===== src/rtl/datapath_pkg.sv =====
// Datapath types shared between fetch, scoreboard and execute.
package datapath_pkg;
   typedef struct packed {
      logic [31:0] instr;
      logic [31:0] pc;
   } fetch_t;

   typedef enum logic [1:0] {
      REQ,
      FLUSH_WAIT,
      HALTED
   } fetch_state_t;
endpackage


===== src/rtl/isa_pkg.sv =====
// ISA-level constants shared across the tensor-core control pipeline.
package isa_pkg;
   localparam logic [31:0] HALT_INSTR = 32'hFFFF_FFFF;
endpackage


===== src/rtl/fetch_queue.sv =====
// In-order circular FIFO holding fetched instructions; head is presented combinationally.
module fetch_queue #(
   parameter int unsigned WIDTH = 64,
   parameter int unsigned DEPTH = 2
) (
   input  logic             i_clk,
   input  logic             i_rst,
   input  logic             i_push,
   input  logic             i_pop,
   input  logic             i_clear,
   input  logic [WIDTH-1:0] i_din,
   output logic             o_full,
   output logic             o_empty,
   output logic [WIDTH-1:0] o_head
);
   localparam int unsigned PW = $clog2(DEPTH);
   localparam int unsigned CW = PW + 1;

   logic [WIDTH-1:0] r_mem [DEPTH];
   logic [PW-1:0]    r_head;
   logic [PW-1:0]    r_tail;
   logic [CW-1:0]    r_count;
   logic             w_push;
   logic             w_pop;

   assign o_full  = (r_count == CW'(DEPTH));
   assign o_empty = (r_count == '0);
   assign o_head  = r_mem[r_head];
   assign w_pop   = i_pop & ~o_empty;
   // A push into a full queue is only accepted when a pop frees the slot the same cycle.
   assign w_push  = i_push & (~o_full | w_pop);

   always_ff @(posedge i_clk) begin
      if (i_rst || i_clear) begin
         r_head  <= '0;
         r_tail  <= '0;
         r_count <= '0;
      end else begin
         if (w_push) r_tail <= r_tail + 1'b1;
         if (w_pop)  r_head <= r_head + 1'b1;
         if (w_push && !w_pop)      r_count <= r_count + 1'b1;
         else if (w_pop && !w_push) r_count <= r_count - 1'b1;
      end
   end

   always_ff @(posedge i_clk) begin
      if (w_push) r_mem[r_tail] <= i_din;
   end
endmodule


===== src/rtl/fetch_unit.sv =====
// Instruction fetch front end: PC, imem request FSM, redirect/squash and halt handling.
module fetch_unit
   import datapath_pkg::*;
   import isa_pkg::*;
#(
   parameter logic [31:0] RESET_PC = 32'h0000_0000,
   parameter int unsigned DEPTH    = 2
) (
   input  logic        CLK,
   input  logic        RST,
   output logic        imem_ren,
   output logic [31:0] imem_addr,
   input  logic        imem_ihit,
   input  logic [31:0] imem_rdata,
   output fetch_t      fetch,
   output logic        fetch_valid,
   input  logic        sb_ready,
   input  logic        branch_miss,
   input  logic [31:0] branch_target,
   output logic        halted
);
   fetch_state_t r_state, w_state_nxt;
   logic [31:0]  r_pc, w_pc_nxt;
   logic [31:0]  r_stale_addr, w_stale_nxt;
   logic         w_push;
   logic         w_pop;
   logic         w_full;
   logic         w_empty;
   logic         w_ren;
   fetch_t       w_din;
   fetch_t       w_head;

   fetch_queue #(
      .WIDTH ($bits(fetch_t)),
      .DEPTH (DEPTH)
   ) u_queue (
      .i_clk   (CLK),
      .i_rst   (RST),
      .i_push  (w_push),
      .i_pop   (w_pop),
      .i_clear (branch_miss),
      .i_din   (w_din),
      .o_full  (w_full),
      .o_empty (w_empty),
      .o_head  (w_head)
   );

   always_comb begin
      w_ren = 1'b0;
      if (!RST) begin
         case (r_state)
            REQ:        w_ren = ~w_full;
            FLUSH_WAIT: w_ren = 1'b1;
            default:    w_ren = 1'b0;
         endcase
      end
   end

   assign imem_ren    = w_ren;
   // pc_r already holds the redirect target while the stale request is still on the bus.
   assign imem_addr   = RST ? RESET_PC : ((r_state == FLUSH_WAIT) ? r_stale_addr : r_pc);
   assign fetch_valid = ~RST & ~w_empty;
   assign fetch       = w_head;
   assign halted      = ~RST & (r_state == HALTED);
   assign w_pop       = fetch_valid & sb_ready & ~branch_miss;
   assign w_din       = '{instr: imem_rdata, pc: r_pc};

   always_comb begin
      w_state_nxt = r_state;
      w_pc_nxt    = r_pc;
      w_stale_nxt = r_stale_addr;
      w_push      = 1'b0;
      if (branch_miss) begin
         w_pc_nxt    = branch_target & ~32'h3;
         w_state_nxt = (w_ren & ~imem_ihit) ? FLUSH_WAIT : REQ;
         if (r_state != FLUSH_WAIT) w_stale_nxt = r_pc;
      end else begin
         case (r_state)
            REQ: begin
               if (w_ren && imem_ihit) begin
                  w_push   = 1'b1;
                  w_pc_nxt = r_pc + 32'd4;
                  if (imem_rdata == HALT_INSTR) w_state_nxt = HALTED;
               end
            end
            FLUSH_WAIT: begin
               if (imem_ihit) w_state_nxt = REQ;
            end
            default: ;
         endcase
      end
   end

   always_ff @(posedge CLK) begin
      if (RST) begin
         r_state      <= REQ;
         r_pc         <= RESET_PC;
         r_stale_addr <= RESET_PC;
      end else begin
         r_state      <= w_state_nxt;
         r_pc         <= w_pc_nxt;
         r_stale_addr <= w_stale_nxt;
      end
   end
endmodule


===== config.mk =====
export PLATFORM = sky130hd
export DESIGN_NAME = fetch_unit
export DESIGN_NICKNAME = d
export VERILOG_FILES = /design/src/rtl/datapath_pkg.sv /design/src/rtl/isa_pkg.sv /design/src/rtl/fetch_queue.sv /design/src/rtl/fetch_unit.sv
export SDC_FILE = /design/constraint.sdc
export NUM_CORES = 1
export LEC_CHECK = 0
export CORE_UTILIZATION = 25
export CTS_BUF_LIST = sky130_fd_sc_hd__clkbuf_16
export CTS_CLUSTER_DIAMETER = 30
export DETAILED_ROUTE_END_ITERATION = 7
export SYNTH_ARGS = -nofsm -noshare
export SYNTH_HDL_FRONTEND = slang
export SYNTH_HIERARCHICAL = 1
export SYNTH_SLANG_ARGS = --single-unit

===== constraint.sdc =====
create_clock -name CLK -period 11.13 [get_ports CLK]
set_input_delay 1.6695 -clock CLK [delete_from_list [all_inputs] [get_ports CLK]]
set_output_delay 1.6695 -clock CLK [all_outputs]
set_load 0.1 [all_outputs]

# [Yosys cells after proc, flatten, opt, wreduce, memory -nomap -nowiden]
# Memories as Yosys holds them, arrays and structs flattened. A register that Yosys moved wholly into a read port is not among the register bits.
# Index checks and enable logic that the tools add are counted.
[op_classes] add_sub_neg=5 n_eq_ne=8 mux=22 n_bitwise=13 n_reduce_logical=17
[ops] cell="32-bit two-way mux" count=5
[ops] cell="32-bit by 3-bit adder with 32-bit output (second input constant)" count=1
[ops] cell="32-bit == test (second input constant)" count=1
[ops] cell="2-bit two-way mux" count=6
[ops] cell="1-bit two-way mux" count=9
[ops] cell="3-bit != test (second input constant)" count=3
[ops] cell="1-bit bitwise AND" count=7
[ops] cell="2-bit AND reduction" count=3
[ops] cell="2-bit nonzero test" count=3
[ops] cell="1-bit inverter" count=5
[ops] cell="2-bit == test (second input constant)" count=2
[ops] cell="2-bit zero test" count=2
[ops] cell="2-bit case mux with 2 select lines" count=1
[ops] cell="4-bit AND reduction" count=1
[ops] cell="1-bit logical AND" count=3
[ops] cell="3-bit nonzero test" count=1
[ops] cell="1-bit adder (second input constant)" count=2
[ops] cell="2-bit by 1-bit adder with 2-bit output (second input constant)" count=1
[ops] cell="2-bit by 1-bit == test with 1-bit output (second input constant)" count=1
[ops] cell="1-bit zero test" count=2
[ops] cell="2-bit by 1-bit != test with 1-bit output (second input constant)" count=1
[ops] cell="1-bit case mux with 2 select lines" count=1
[ops] cell="2-bit OR reduction" count=1
[ops] cell="2-bit by 1-bit subtractor with 2-bit output (second input constant)" count=1
[ops] cell="other kinds (2)" count=2
[word_totals] ff_bits=70 ramBits=128 out_inout_bits=99 n_memories=1
[mem_list] name="u_queue.r_mem" depth=2 word_bits=64 read_ports=1 rd_clocked_by_memory_dff=1 write_ports=1 line_no="fetch_queue.sv:19" rtl="logic [WIDTH-1:0] r_mem [DEPTH];"

# [Longest topological paths before layout]
[depth] depth_word=13 depth_mapped=11

# [Hierarchy]
# Netlist, hierarchy kept.
[modules_own_cells] module="fetch_queue" instances=1 cells_each=226 area_per_inst_um2=4853.4 seq_area_each_um2=3943.8
[modules_own_cells] module="fetch_unit" instances=1 cells_each=486 area_per_inst_um2=3468.3 seq_area_each_um2=1241.2

# [Worst setup path after synthesis]
# No wires, ideal clock.
[synth_path] path_type="input to register" startpoint="input RST" endpoint="memory u_queue.r_mem[0][0] (enable)" arrival_ns=6.550 setup_slack_ns=4.086 stages=6 cell_sequence="clkbuf_1 -> nor2_1 -> and3_1 -> inv_1 -> a21boi_2 -> nor2b_1"
[synth_via] elab_chain_cells=9
[synth_lines] element="start, declared" line_no="fetch_unit.sv:10" rtl="input logic RST,"
[synth_lines] element="1-bit inverter" line_no="fetch_unit.sv:62" rtl="assign fetch_valid = ~RST & ~w_empty;"
[synth_lines] element="1-bit bitwise AND" line_no="fetch_unit.sv:62"
[synth_lines] element="via fetch_valid" line_no="fetch_unit.sv:16" rtl="output logic fetch_valid,"
[synth_lines] element="1-bit bitwise AND (2 in a row)" line_no="fetch_unit.sv:65" rtl="assign w_pop = fetch_valid & sb_ready & ~branch_miss;"
[synth_lines] element="via w_pop" line_no="fetch_unit.sv:26" rtl="logic w_pop;"
[synth_lines] element="1-bit bitwise AND" line_no="fetch_queue.sv:29" rtl="assign w_pop = i_pop & ~o_empty;"
[synth_lines] element="1-bit OR" line_no="fetch_queue.sv:31" rtl="assign w_push = i_push & (~o_full | w_pop);"
[synth_lines] element="1-bit bitwise AND" line_no="fetch_queue.sv:31"
[synth_lines] element="1-bit two-way mux" line_no="fetch_queue.sv:47" rtl="if (w_push) r_mem[r_tail] <= i_din;"
[synth_lines] element="1-bit two-way mux (implied by the code)" line_no="fetch_queue.sv:47"
[synth_lines] element="end, declared" line_no="fetch_queue.sv:19"
# The timed path passes the listed nets, and every way through them passes these cells.

# [Final worst setup path]
[layout_path] startpoint="input RST" endpoint="output imem_addr[16]"
[layout_via] elab_chain_cells=1
[layout_lines] element="32-bit two-way mux" line_no="fetch_unit.sv:61" rtl="assign imem_addr = RST ? RESET_PC : ((r_state == FLUSH_WAIT) ? r_stale_addr : r_pc);"
[layout_lines] element="end, declared" line_no="fetch_unit.sv:12" rtl="output logic [31:0] imem_addr,"
# No other way between the ends.

==> run metrics <==
run status completed; Mean Syn Cell Area 11.7 um^2; post-CTS sizing 0; R2R Setup Slk 7.63 ns; Worst-Margin Slew 1.09 ns; die area 34000 um^2; Die X 184 um; setup bufs post-CTS 0; commonest non-fill, non-tap cell in the layout clkdlybuf4s50_1; first-pass GRT wire length 34.5 mm; CP max stage delay 1.02 ns; final non-filler cell total 1314; routed length per placed instance 17.6 um; # Max-Cap Violations 0; Final Cycle Share 49.4%; # IOs 168; clk_skew 0.0125 ns; most frequent cells in the layout clkdlybuf4s50_1, nand2_1, edfxtp_1, a21oi_1, dfxtp_1; routed wire length 23.1 mm; final global-route overflow total 0; total iterations of the first detailed-routing run 5; Clock Latency Late Sink 0.45 ns; initial antenna violation count 0; Period minus WS final 5.50 ns; Fillers 3269; # placed instances 1282; WP data required 9.46 ns; Worst R2R End u_queue/r_mem[0][58]; dpl ws 5.59 ns; Synth Instances 712; critical path's top delay family buffers and inverters; Worst Setup Path Type in -> out; CTS root buf clkbuf_16; Routed Antenna Nets 0; DR vias 5949; layout cell share with drive strength beyond 1 14.2%; HP Start r_stale_addr[14]; slew margin rel. 27.4%; final hold viol count 0; pin count of the biggest net entering global routing 75; worst r2r src u_queue/r_count[0]; Clock Sinks 195; initial core utilization 25.5%; Reg clk slew, reported paths 0.08 ns; register area share after synthesis 62.3%; Buf/Inv on CP 3; Fmax achieved 182 MHz; pwr dens 149 nW/um^2; Ys Warns 6; worst setup margin 5.63 ns; vias in the first global route 5606; slowest CP cell clkdlybuf4s50_1; Max clock buf depth 2; Hold Path Sink r_stale_addr[14]; RSZ-0062 raised after global routing no; CTS Hold Bufs 0; Final nets 930; TritonCTS clock tree yes; Post-synth EDFFs 128; Tot GR Track Use 13.7%; Slew Viols, Final 0; Yosys reg bits 195; Final Setup Violations 0; peak supply drop 0.109 mV; Num CTS Buffers 17; R2R depth 7; vias per cell 4.53; Port-buffer cells 163; dpl hpwl 15.6 mm; hold_ws 0.460 ns; TNS Setup 0 ns; Final Instance Area 10900 um^2; H-tree levels 4; DR iter-0 viols 332; worst path arrival time 3.83 ns; post-placement cell area 10400 um^2; critical path peak fanout 74; Synth Flop Type edfxtp_1; Hold Path Stages 2; Ant. Diodes 0; ys async rst share 0%; crit-path most repeated cell buf_4; post-synthesis cell type count 52; Hold WC Path Type reg -> reg; Netlist Area Pre-Place 8320 um^2; Leak 3.53 nW; critical path launch point type primary input; Synth-to-Final Area Change 31.4%; Residual DRC 0; Worst setup EP type output pin; Die Ht 184 um; core footprint 32600 um^2; FP Rows 66; crit path cell chain buf_4 -> buf_4 -> a21oi_1 -> clkdlybuf4s50_1; routability cong. 0.747
## worst max-delay path by stage
stage,from,to,slack [ns],cells past startpoint
after global routing,RST,imem_addr[18],5.50,4
after global placement,RST,imem_addr[28],5.61,4
after CTS,RST,imem_addr[28],5.58,4
final,RST,imem_addr[16],5.63,4
after detailed placement,RST,imem_addr[28],5.59,4
after floorplan,RST,u_queue/r_mem[0][0],4.09,6
## registers in the layout (all words and copies together) (netlist names), named ones only
| name | flops |
|---|---|
| r_pc | 30 |
| r_stale_addr | 30 |
| r_state | 2 |
| u_queue/r_count | 2 |
| u_queue/r_head | 1 |
| u_queue/r_mem | 128 |
| u_queue/r_tail | 1 |
## worst reg2reg max path, stage by stage (launching register included)
cell	delay, ns
dfxtp_1	0.42
nor2b_1	0.14
or4b_4	0.60
nand2b_4	0.25
nor2_1	0.13
a21boi_2	0.25
nor2b_4	0.64
buf_4	0.68
## routing by layer
layer	share of wire, %	track usage, %	up-vias	routed length [um]
li1	-	-	2869	-
met1	46	19.2	2861	10700
met2	46	21.4	201	10600
met3	6.6	2.92	18	1520
met4	0.93	3.50	0	214
met5	0	0	-	0
## synthesized netlist by cell type (3+ instances only)
library cell / instances / area (um^2)
nand2_1: 139 / 522
edfxtp_1: 128 / 3840
a21oi_1: 68 / 340
dfxtp_1: 67 / 1340
mux2_2: 64 / 721
nor2_1: 38 / 143
clkbuf_1: 34 / 128
nand4_1: 21 / 131
xor2_1: 19 / 166
a211oi_1: 16 / 120
nand3_1: 15 / 75.1
and3_1: 9 / 56.3
buf_4: 8 / 60.1
nor4_1: 8 / 50.1
xnor2_1: 8 / 70.1
nor3_1: 6 / 30.0
or3_1: 6 / 37.5
a211oi_2: 5 / 62.6
and4_1: 4 / 35.0
inv_1: 4 / 15.0
a311oi_1: 3 / 26.3
buf_6: 3 / 33.8
o21ai_0: 3 / 15.0
## stage by stage
stage                     util, %  total power [mW]
after floorplan                 -             0.965
after global placement       31.8              1.04
after detailed placement     31.8              1.04
after CTS                    33.5              1.65
after global routing         33.5              1.69
final                        33.5              1.63
## final cells by class
| class | instances | area (um^2) | share of cell area [%] |
|---|---|---|---|
| flip-flops and latches | 195 | 5190 | 47.4 |
| well taps | 442 | 553 | 5.06 |
| clock buffers | 17 | 425 | 3.89 |
| multi-input cells | 468 | 2910 | 26.6 |
| repair buffers | 172 | 1700 | 15.5 |
| inverters | 5 | 18.8 | 0.172 |
| clock inverters | 15 | 141 | 1.29 |
## where the power goes
part           internal, mW  switching (mW)  total [mW]  leakage, nW
Sequential            0.791          0.0253       0.816         1.74
Clock                 0.299           0.304       0.603        0.288
Combinational        0.0619           0.144       0.206         1.51
Total                  1.15           0.474        1.63         3.53
## cell families after synthesis
kind of cell | synth area share (%)
and+or+nand+nor | 14.9
AOI/OAI and AO/OA | 7.59
DFF | 62.3
buffers and inverters | 3.10
muxes | 8.90
xor gates and xnor gates | 2.84
other | 0.0451
adders and majority gates | 0.301
(Power assumes the default switching activity.)
